File: config.mk
export PLATFORM = sky130hd
export DESIGN_NAME = mem_readback_streamer
export DESIGN_NICKNAME = d
export VERILOG_FILES = /design/src/rtl/mem_readback_pkg.sv /design/src/rtl/mem_readback_streamer_fifo.sv /design/src/rtl/mem_readback_streamer.sv
export SDC_FILE = /design/constraint.sdc
export NUM_CORES = 1
export LEC_CHECK = 0
export CAP_MARGIN = 10
export CORE_UTILIZATION = 45
export DETAILED_ROUTE_END_ITERATION = 7
export PLACE_DENSITY_LB_ADDON = 0.25
export SLEW_MARGIN = 20
export SYNTH_ARGS = -nofsm -noshare
export SYNTH_HDL_FRONTEND = slang
export SYNTH_SLANG_ARGS = --single-unit
File: constraint.sdc
create_clock -name clk -period 4.8 [get_ports clk]
set_input_delay 0.72 -clock clk [delete_from_list [all_inputs] [get_ports clk]]
set_output_delay 0.72 -clock clk [all_outputs]
set_load 0.01 [all_outputs]
File: src/rtl/mem_readback_pkg.sv
// Shared types and constants for the block-RAM readback streamer.
package mem_readback_pkg;

  localparam int ADDR_W    = 32;
  localparam int CKSUM_ROT = 1;

  typedef logic [1:0] state_t;

  localparam state_t IDLE   = 2'd0;
  localparam state_t ISSUE  = 2'd1;
  localparam state_t DRAIN  = 2'd2;
  localparam state_t FINISH = 2'd3;

  // Sideband carried with each read through the latency pipe and FIFO.
  typedef struct packed {
    logic [ADDR_W-1:0] addr;
    logic              last;
  } beat_tag_t;

  function automatic logic [31:0] cksum_step(input logic [31:0] acc, input logic [31:0] data);
    return {acc[31-CKSUM_ROT:0], acc[31:32-CKSUM_ROT]} ^ data;
  endfunction

endpackage

File: src/rtl/mem_readback_streamer_fifo.sv
// Small synchronous FIFO of packed beats; accepts push and pop in the same cycle even when full.
module readback_skid_fifo #(
  parameter int DEPTH = 2,
  parameter int WID   = 49,
  parameter int CW    = $clog2(DEPTH + 1)
) (
  input  logic           clk,
  input  logic           reset,
  input  logic           push,
  input  logic [WID-1:0] push_data,
  input  logic           pop,
  output logic [WID-1:0] head,
  output logic [CW-1:0]  count
);

  localparam int PW = (DEPTH > 1) ? $clog2(DEPTH) : 1;

  logic [WID-1:0] mem_r [DEPTH];
  logic [PW-1:0]  wr_r;
  logic [PW-1:0]  rd_r;
  logic [CW-1:0]  cnt_r;

  function automatic logic [PW-1:0] ptr_inc(input logic [PW-1:0] p);
    if (p == PW'(DEPTH - 1)) begin
      return {PW{1'b0}};
    end else begin
      return p + PW'(1);
    end
  endfunction

  // Storage, pointers and occupancy.
  always_ff @(posedge clk) begin
    if (reset) begin
      for (int i = 0; i < DEPTH; i++) begin
        mem_r[i] <= {WID{1'b0}};
      end
      wr_r  <= {PW{1'b0}};
      rd_r  <= {PW{1'b0}};
      cnt_r <= {CW{1'b0}};
    end else begin
      if (push) begin
        mem_r[wr_r] <= push_data;
        wr_r        <= ptr_inc(wr_r);
      end
      if (pop) begin
        rd_r <= ptr_inc(rd_r);
      end
      case ({push, pop})
        2'b10:   cnt_r <= cnt_r + CW'(1);
        2'b01:   cnt_r <= cnt_r - CW'(1);
        default: cnt_r <= cnt_r;
      endcase
    end
  end

  assign head  = mem_r[rd_r];
  assign count = cnt_r;

endmodule

File: src/rtl/mem_readback_streamer.sv
// Sweeps the RAM read port over a wrapping address window and streams words out.
// Optional MEM_READBACK_CHECKSUM_EN adds a rotate-xor checksum port over the streamed data.
module mem_readback_streamer
  import mem_readback_pkg::*;
#(
  parameter int WID_MEM    = 16,
  parameter int DEPTH_MEM  = 1024,
  parameter int RD_LAT     = 1,
  parameter int FIFO_DEPTH = 2
) (
  input  logic               clk,
  input  logic               reset,
  input  logic               start,
  input  logic [31:0]        base_addr,
  input  logic [31:0]        count,
  output logic               busy,
  output logic               done,
  output logic [31:0]        mem_raddr,
  input  logic [WID_MEM-1:0] mem_dout,
  output logic [WID_MEM-1:0] m_data,
  output logic [31:0]        m_addr,
  output logic               m_valid,
  input  logic               m_ready,
  output logic               m_last
`ifdef MEM_READBACK_CHECKSUM_EN
  ,
  output logic [31:0]        checksum
`endif
);

  localparam int          FW     = ADDR_W + 1 + WID_MEM;
  localparam int          CW     = $clog2(FIFO_DEPTH + 1);
  localparam logic [31:0] DEPTH_L = 32'(DEPTH_MEM);
  localparam logic [31:0] LAST_A  = 32'(DEPTH_MEM - 1);

  state_t      state_r;
  state_t      state_s;
  logic [31:0] addr_r;
  logic [31:0] count_r;
  logic [31:0] issued_r;
  logic        busy_r;
  logic        done_r;

  logic [RD_LAT-1:0] pv_r;
  logic [RD_LAT-1:0] pl_r;
  logic [31:0]       pa_r [RD_LAT];

  logic        accept_s;
  logic        issue_s;
  logic        issue_last_s;
  logic        xfer_s;
  logic        last_xfer_s;
  logic        done_ev_s;
  logic [31:0] issue_addr_s;
  logic [31:0] next_addr_s;
  logic [31:0] base_wrap_s;
  logic [31:0] inflight_s;
  logic [31:0] occ_s;

  beat_tag_t    push_tag_s;
  beat_tag_t    head_tag_s;
  logic [FW-1:0] fifo_head_s;
  logic [CW-1:0] fifo_cnt_s;

  assign accept_s    = start && (state_r == IDLE);
  assign xfer_s      = m_valid && m_ready;
  assign last_xfer_s = xfer_s && m_last;
  assign base_wrap_s = base_addr % DEPTH_L;

  // Credit: slots already promised (FIFO + reads in flight), less the beat leaving this cycle.
  always_comb begin
    inflight_s = 32'd0;
    for (int i = 0; i < RD_LAT; i++) begin
      inflight_s = inflight_s + {31'd0, pv_r[i]};
    end
    occ_s = 32'(fifo_cnt_s) + inflight_s - (xfer_s ? 32'd1 : 32'd0);
  end

  // Issue decision; the first read goes out in the start cycle to save a cycle of latency.
  always_comb begin
    issue_s      = 1'b0;
    issue_last_s = 1'b0;
    issue_addr_s = addr_r;
    case (state_r)
      IDLE: begin
        issue_s      = accept_s && (count != 32'd0);
        issue_last_s = (count == 32'd1);
        issue_addr_s = accept_s ? base_wrap_s : addr_r;
      end
      ISSUE: begin
        issue_s      = (issued_r != count_r) && (occ_s < 32'(FIFO_DEPTH));
        issue_last_s = (issued_r == count_r - 32'd1);
        issue_addr_s = addr_r;
      end
      default: begin
        issue_s      = 1'b0;
        issue_last_s = 1'b0;
        issue_addr_s = addr_r;
      end
    endcase
    next_addr_s = (issue_addr_s == LAST_A) ? 32'd0 : issue_addr_s + 32'd1;
  end

  // Next-state logic; an empty sweep reports done from FINISH, a normal one on its last beat.
  always_comb begin
    state_s   = state_r;
    done_ev_s = 1'b0;
    case (state_r)
      IDLE: begin
        if (accept_s) begin
          state_s = (count == 32'd0) ? FINISH : ISSUE;
        end else begin
          state_s = IDLE;
        end
      end
      ISSUE: begin
        if ((issue_s && issue_last_s) || (issued_r == count_r)) begin
          state_s = DRAIN;
        end else begin
          state_s = ISSUE;
        end
      end
      DRAIN: begin
        if (last_xfer_s) begin
          state_s   = FINISH;
          done_ev_s = 1'b1;
        end else begin
          state_s = DRAIN;
        end
      end
      FINISH: begin
        state_s   = IDLE;
        done_ev_s = (count_r == 32'd0);
      end
      default: begin
        state_s = IDLE;
      end
    endcase
  end

  // FSM, address generator, status flags and read-latency pipe.
  always_ff @(posedge clk) begin
    if (reset) begin
      state_r  <= IDLE;
      addr_r   <= 32'd0;
      count_r  <= 32'd0;
      issued_r <= 32'd0;
      busy_r   <= 1'b0;
      done_r   <= 1'b0;
      pv_r     <= {RD_LAT{1'b0}};
      pl_r     <= {RD_LAT{1'b0}};
      for (int i = 0; i < RD_LAT; i++) begin
        pa_r[i] <= 32'd0;
      end
    end else begin
      state_r <= state_s;
      done_r  <= done_ev_s;
      if (accept_s) begin
        count_r  <= count;
        issued_r <= {31'd0, issue_s};
        busy_r   <= 1'b1;
      end else begin
        if (issue_s) begin
          issued_r <= issued_r + 32'd1;
        end
        if (done_ev_s) begin
          busy_r <= 1'b0;
        end
      end
      if (issue_s) begin
        addr_r <= next_addr_s;
      end
      pv_r[0] <= issue_s;
      pl_r[0] <= issue_s && issue_last_s;
      pa_r[0] <= issue_addr_s;
      for (int i = 1; i < RD_LAT; i++) begin
        pv_r[i] <= pv_r[i-1];
        pl_r[i] <= pl_r[i-1];
        pa_r[i] <= pa_r[i-1];
      end
    end
  end

  assign push_tag_s = '{addr: pa_r[RD_LAT-1], last: pl_r[RD_LAT-1]};

  readback_skid_fifo #(
    .DEPTH (FIFO_DEPTH),
    .WID   (FW),
    .CW    (CW)
  ) u_fifo (
    .clk       (clk),
    .reset     (reset),
    .push      (pv_r[RD_LAT-1]),
    .push_data ({push_tag_s, mem_dout}),
    .pop       (xfer_s),
    .head      (fifo_head_s),
    .count     (fifo_cnt_s)
  );

  assign head_tag_s = beat_tag_t'(fifo_head_s[FW-1:WID_MEM]);
  assign m_valid    = (fifo_cnt_s != {CW{1'b0}});
  assign m_data     = fifo_head_s[WID_MEM-1:0];
  assign m_addr     = head_tag_s.addr;
  assign m_last     = m_valid && head_tag_s.last;
  assign mem_raddr  = reset ? 32'd0 : issue_addr_s;
  assign busy       = busy_r;
  assign done       = done_r;

`ifdef MEM_READBACK_CHECKSUM_EN
  logic [31:0] checksum_r;

  // Rotate-xor accumulation over every transferred beat, cleared on an accepted start.
  always_ff @(posedge clk) begin
    if (reset) begin
      checksum_r <= 32'd0;
    end else if (accept_s) begin
      checksum_r <= 32'd0;
    end else if (xfer_s) begin
      checksum_r <= cksum_step(checksum_r, 32'(m_data));
    end else begin
      checksum_r <= checksum_r;
    end
  end

  assign checksum = checksum_r;
`endif

endmodule

Word level (Yosys, flattened, before mapping)
Memory sizes are Yosys's and may differ from the RTL's. A register that Yosys moved wholly into a read port is not among the register bits.
Cells that the tools add are included.
{"block": "totals", "reg_bits": 106, "ramBits": 130, "output_inout_bits": 84, "n_memories": 2}
{"block": "op_classes", "n_addsub": 9, "n_lt_le_gt_ge": 1, "n_eq_ne": 10, "mux": 34, "reduce_logical": 19}
{"name": "u_fifo.mem_r", "words": 2, "word_bits": 49, "read_ports": 1, "rd_ports_with_merged_regs": 1, "write_ports": 2, "line_no": "mem_readback_streamer_fifo.sv:18", "text": "logic [WID-1:0] mem_r [DEPTH];"}
{"name": "pa_r", "words": 1, "word_bits": 32, "read_ports": 1, "rd_ports_with_merged_regs": 0, "write_ports": 1, "line_no": "mem_readback_streamer.sv:46", "text": "logic [31:0] pa_r [RD_LAT];"}
{"operator": "two-way mux 32 bit", "count": 5}
{"operator": "adder 32 x 1 -> 32 bit (second input constant)", "count": 2}
{"operator": "== test 32 bit", "count": 2}
{"operator": "logical NOT 32 bit", "count": 2}
{"operator": "two-way mux 49 bit", "count": 1}
{"operator": "OR reduction 49 bit", "count": 1}
{"operator": "== test 32 x 1 -> 1 bit (second input constant)", "count": 1}
{"operator": "== test 32 x 10 -> 1 bit (second input constant)", "count": 1}
{"operator": "less-than comparator 32 x 2 -> 1 bit (second input constant)", "count": 1}
{"operator": "!= test 32 bit", "count": 1}
{"operator": "nonzero test 32 bit", "count": 1}
{"operator": "OR reduction 32 bit", "count": 1}
{"operator": "subtractor 32 x 1 -> 32 bit (second input constant)", "count": 1}
{"operator": "two-way mux 1 bit", "count": 20}
{"operator": "one-hot mux 2 bit (4 select lines)", "count": 1}
{"operator": "nonzero test 2 bit", "count": 4}
{"operator": "logical AND 1 bit", "count": 7}
{"operator": "== test 2 bit (second input constant)", "count": 3}
{"operator": "two-way mux 2 bit", "count": 3}
{"operator": "one-hot mux 1 bit (2 select lines)", "count": 3}
{"operator": "== test 2 x 1 -> 1 bit (second input constant)", "count": 2}
{"operator": "one-hot mux 2 bit (2 select lines)", "count": 1}
{"operator": "subtractor 3 x 1 -> 4 bit", "count": 1}
{"operator": "adder 2 x 1 -> 3 bit", "count": 1}
{"operator": "6 further kinds", "count": 7}

Longest topological paths before layout
{"block": "depth", "ltp_word": 11, "mapped_depth": 15, "ltp_nobuf": 13}

Cells and area by module
Synthesis repeated with hierarchy kept, for this count alone.
{"block": "hier_totals", "hier_cells": 1263, "hier_area_um2": 11763.8}
{"module": "mem_readback_streamer", "n_inst": 1, "cells_per_inst": 925, "area_per_inst_um2": 7287.0, "seq_area_each_um2": 2682.6}
{"module": "readback_skid_fifo", "n_inst": 1, "cells_per_inst": 338, "area_per_inst_um2": 4476.8, "seq_area_each_um2": 3042.9}

Least setup slack after synthesis
No wires, ideal clock.
{"block": "synth_timing", "path_kind": "in2reg", "start": "input port m_ready", "end": "register issued_r[27]", "arrival_ns": 3.481, "t_required_ns": 4.685, "path_slack_ns": 1.204, "cell_stages": 12, "cell_sequence": "nor2b_1 > ha_1 > nand2b_1 > fa_1 > xor2_1 > a211o_1 > nor4_1 > o21ai_2 > a2111oi_2 > nand3_1 > xnor2_1 > and2_1"}
{"block": "synth_via", "elab_chain_cells": 6}
{"element": "from (decl)", "line_no": "mem_readback_streamer.sv:23", "text": "input logic m_ready,"}
{"element": "logical AND 1 bit", "line_no": "mem_readback_streamer.sv:66", "text": "assign xfer_s = m_valid && m_ready;"}
{"element": "two-way mux 1 bit", "line_no": "mem_readback_streamer.sv:76", "text": "occ_s = 32'(fifo_cnt_s) + inflight_s - (xfer_s ? 32'd1 : 32'd0);"}
{"element": "subtractor 3 x 1 -> 4 bit", "line_no": "mem_readback_streamer.sv:76"}
{"element": "less-than comparator 32 x 2 -> 1 bit", "line_no": "mem_readback_streamer.sv:91", "text": "issue_s = (issued_r != count_r) && (occ_s < 32'(FIFO_DEPTH));"}
{"element": "logical AND 1 bit", "line_no": "mem_readback_streamer.sv:91"}
{"element": "one-hot mux 1 bit (2 select lines)", "line_no": "mem_readback_streamer.sv:84", "text": "case (state_r)"}
{"element": "to (signal assigned)", "line_no": "mem_readback_streamer.sv:160", "text": "issued_r <= {31'd0, issue_s};"}
{"element": "to (signal assigned)", "line_no": "mem_readback_streamer.sv:164", "text": "issued_r <= issued_r + 32'd1;"}
{"element": "to (decl)", "line_no": "mem_readback_streamer.sv:40", "text": "logic [31:0] issued_r;"}
No other way between the ends.
A chain may end at the register's enable or synchronous reset.

Worst setup path after layout
{"block": "layout_timing", "start": "input port start", "end": "output port mem_raddr[31]"}
{"block": "layout_via", "elab_chain_cells": 4}
{"element": "from (decl)", "line_no": "mem_readback_streamer.sv:13", "text": "input logic start,"}
{"element": "logical AND 1 bit", "line_no": "mem_readback_streamer.sv:65", "text": "assign accept_s = start && (state_r == IDLE);"}
{"element": "two-way mux 32 bit", "line_no": "mem_readback_streamer.sv:88", "text": "issue_addr_s = accept_s ? base_wrap_s : addr_r;"}
{"element": "two-way mux 32 bit", "line_no": "mem_readback_streamer.sv:84"}
{"element": "two-way mux 32 bit", "line_no": "mem_readback_streamer.sv:205", "text": "assign mem_raddr = reset ? 32'd0 : issue_addr_s;"}
{"element": "to (decl)", "line_no": "mem_readback_streamer.sv:18", "text": "output logic [31:0] mem_raddr,"}
No other way between the ends.

==> results.toml <==
[status]
status = "finished clean"

[clock_network]
cts_max_level = 1
cts_resized = 0
ctsHoldBuffers = 0
postCtsSetupBuffers = 0
insertion_delay_ps = 540
path_clk_slew_ps = 50
cts_tree = "yes"
cts_sinks = 237
clk_path_buf_depth = 3
cts_buffers = 26
root_buffer = "clkbuf_16"

[die]
start_util_pct = 45.7
ioPinCount = 168
dieHeight_um = 162
coreArea_um2 = 25100
die_x_um = 162
placementRows = 58
die-area_um2 = 26200

[critical_path]
crit_slowest_cell = "nor3b_4"
cp.required_ps = 4080
start_kind = "primary input"
cp.arrival_ps = 3350
crit_path_start = "start"
reg2reg_slack_ps = 950
crit_path_end_kind = "output port"
crit_fanout = 17
critical_path.max_stage_delay_ps = 770
critPathKind = "primary input to output port"
r2r_end = "issued_r[27]$_SDFFE_PP0P_"
critical_path.reg2reg.startpoint = "u_fifo.count[1]$_SDFFE_PP0P_"
crit_chain = "clkdlybuf4s50_1 > nor3b_4 > buf_4 > nor2_1 > buf_4 > and2_1 > clkdlybuf4s50_1"
reg2reg_depth = 13

[sta]
fmax_ghz = 0.246
final_max_slew_viol_count = 0
skew_ps = 9.48
setup_viol = 0
finalSetupTns_ps = 0
rsz0062_at_grt = "false"
finalCriticalPeriod_ps = 4070
period_share_pct = 84.8
hold_violations = 0
relSlewSlack_pct = 41.6
worstMarginPinSlew_ps = 876

[finish]
syn_to_final_growth_pct = 23.0
diodes = 0
final_util_pct = 56.2
nets = 1391
layout-drive-gt1-share_pct = 10.8

[route]
ant_nets = 0
vias = 8927
drt-total-wl_mm = 27.9
remaining_drc_errors = 0
wl_per_cell_um = 16.9
vias_per_cell = 5.41
drtIter0Drc = 571
drt_pass1_iterations = 5

[grt]
antenna_found_initial = 0
gr-total-overflow = 0
grt_usage_pct = 21.6
grt_first_pass_wirelength_mm = 45.0
grt_max_degree = 50
grt_pass1_vias = 8503

[yosys]
yosys_most_used_dff = "dfxtp_1"
netlist_area_um2 = 11500
syn_inst = 1167
async_flop_share_pct = 0
synth_top_area_share_pct = 25.6
synth.area.top_cells = "edfxtp_1 26%, dfxtp_1 24%, and2_1 6.4%, mux2_2 4.8%, nand2_1 3.9%"
synth_edf_count = 98
synth_most_common_cell = "dfxtp_1"
synth_warnings = 0
seq_area_frac_synth_pct = 49.9
synth_largest_area_cell = "edfxtp_1"
synthesis.nets = 1258
synthTopCellsByCount = "139 x dfxtp_1, 119 x nand2_1, 118 x and2_1"
ys_ff_latch = 237
yosysUniqueCellTypes = 71
avgSynthCellArea_um2 = 9.84

[power]
cellPowerDensity_nw_per_um2 = 471
ir_drop_mv = 0.259
p_leak_nw = 5.13

[placed_design]
post-dp-hpwl_mm = 19.8
gp_congestion = 0.930
io_buffer_count = 145

[worst_hold_path]
hp-start = "addr_r[4]$_SDFFE_PP0P_"
hp-class = "flip-flop to flip-flop"
min_to = "addr_r[4]$_SDFFE_PP0P_"
whs_path_depth = 2

[flow_run]
maxCapViolations = 0
## cell families (layout without fill, tap and decap cells)
group                    after synthesis  count (layout)  share of synthesized area (%)
AO/OA/AOI/OAI                        151             151                           8.25
XOR/XNOR                              90              90                           6.87
adder cells (fa/ha/maj)                7               7                          0.828
buffers and inverters                 85             238                           3.07
flip-flops                           237             237                           49.9
multiplexers                          66              66                           6.29
AND/OR/NAND/NOR                      531             531                           24.8
## worst max-delay path, delay by kind of cell
family / cells / cell delay (ps)
buf+inv: 4 / 1550
simple gates: 3 / 1060
## final cells by class
class	count	area, µm²
tap	330	413
inverter	23	86.3
fill	2235	11000
clock inverter	12	124
timing repair buffer	167	1610
multi-input combinational	845	5420
clock buffer	36	738
sequential	237	5730
## power by group
group	internal [mW]	switching (mW)
Clock	1.18	0.807
Sequential	2.37	0.193
Combinational	0.953	1.15
Total	4.50	2.15
## layout by cell type (no fill, tap or decap), types with 4 or more instances in the layout
cell and n:
nand4_1 26, mux2_2 49, nor2_1 98, ha_1 6, o21ai_0 21, a21oi_1 63, clkdlybuf4s50_1 144, or4_1 8
and3_1 11, inv_1 23, and4_1 9, nand3_1 37, nor2b_1 5, buf_4 22, nand3b_1 5, a31oi_1 10
o21ai_1 11, xor2_1 40, a2111oi_0 4, nand2_1 119, nor3_2 5, mux2i_1 17, dfxtp_1 138, and2_1 118
clkbuf_16 26, clkbuf_8 5, xnor2_1 50, clkinv_2 5, nand2b_1 9, nor3_1 22, or2_2 5, edfxtp_1 98
nor4_1 26, clkbuf_1 5, or3_1 9, a22oi_1 4
## routing by layer
metal / GRT usage, % / part of all wire (%) / up-vias
li1: - / - / 4396
met1: 27.7 / 44 / 4235
met4: 7.72 / 3.2 / 0
met5: 0 / 0 / -
met3: 3.04 / 4.5 / 60
met2: 37.3 / 49 / 236
## worst max-delay path by stage
stage                                      to  slack [ps]
detailed placement  issued_r[27]$_SDFFE_PP0P_         270
global placement    issued_r[29]$_SDFFE_PP0P_         390
global route        issued_r[29]$_SDFFE_PP0P_         580
CTS                             mem_raddr[31]         690
floorplan           issued_r[27]$_SDFFE_PP0P_        1200
finish                          mem_raddr[31]         730
## flip-flops by register name, indices dropped and copies added, names as in the netlist, 2 cells and up, named ones only
register      flops
pa_r             32
u_fifo.count      2
count_r          32
u_fifo.mem_r     98
state_r           2
issued_r         32
addr_r           32
## per-stage QoR
stage | std cells | hold WS [ps] | area (µm²) | power, mW | worst slack (ps)
floorplan | 1167 | 431 | 11500 | 3.91 | 1200
global placement | 1602 | 441 | 13300 | 4.68 | 389
detailed placement | 1602 | 443 | 13300 | 4.71 | 273
CTS | 1650 | 451 | 14100 | 6.70 | 689
global route | 1650 | 479 | 14100 | 7.02 | 575
finish | 1650 | 449 | 14100 | 6.66 | 729
No activity file was read; power rests on OpenSTA's default activity.
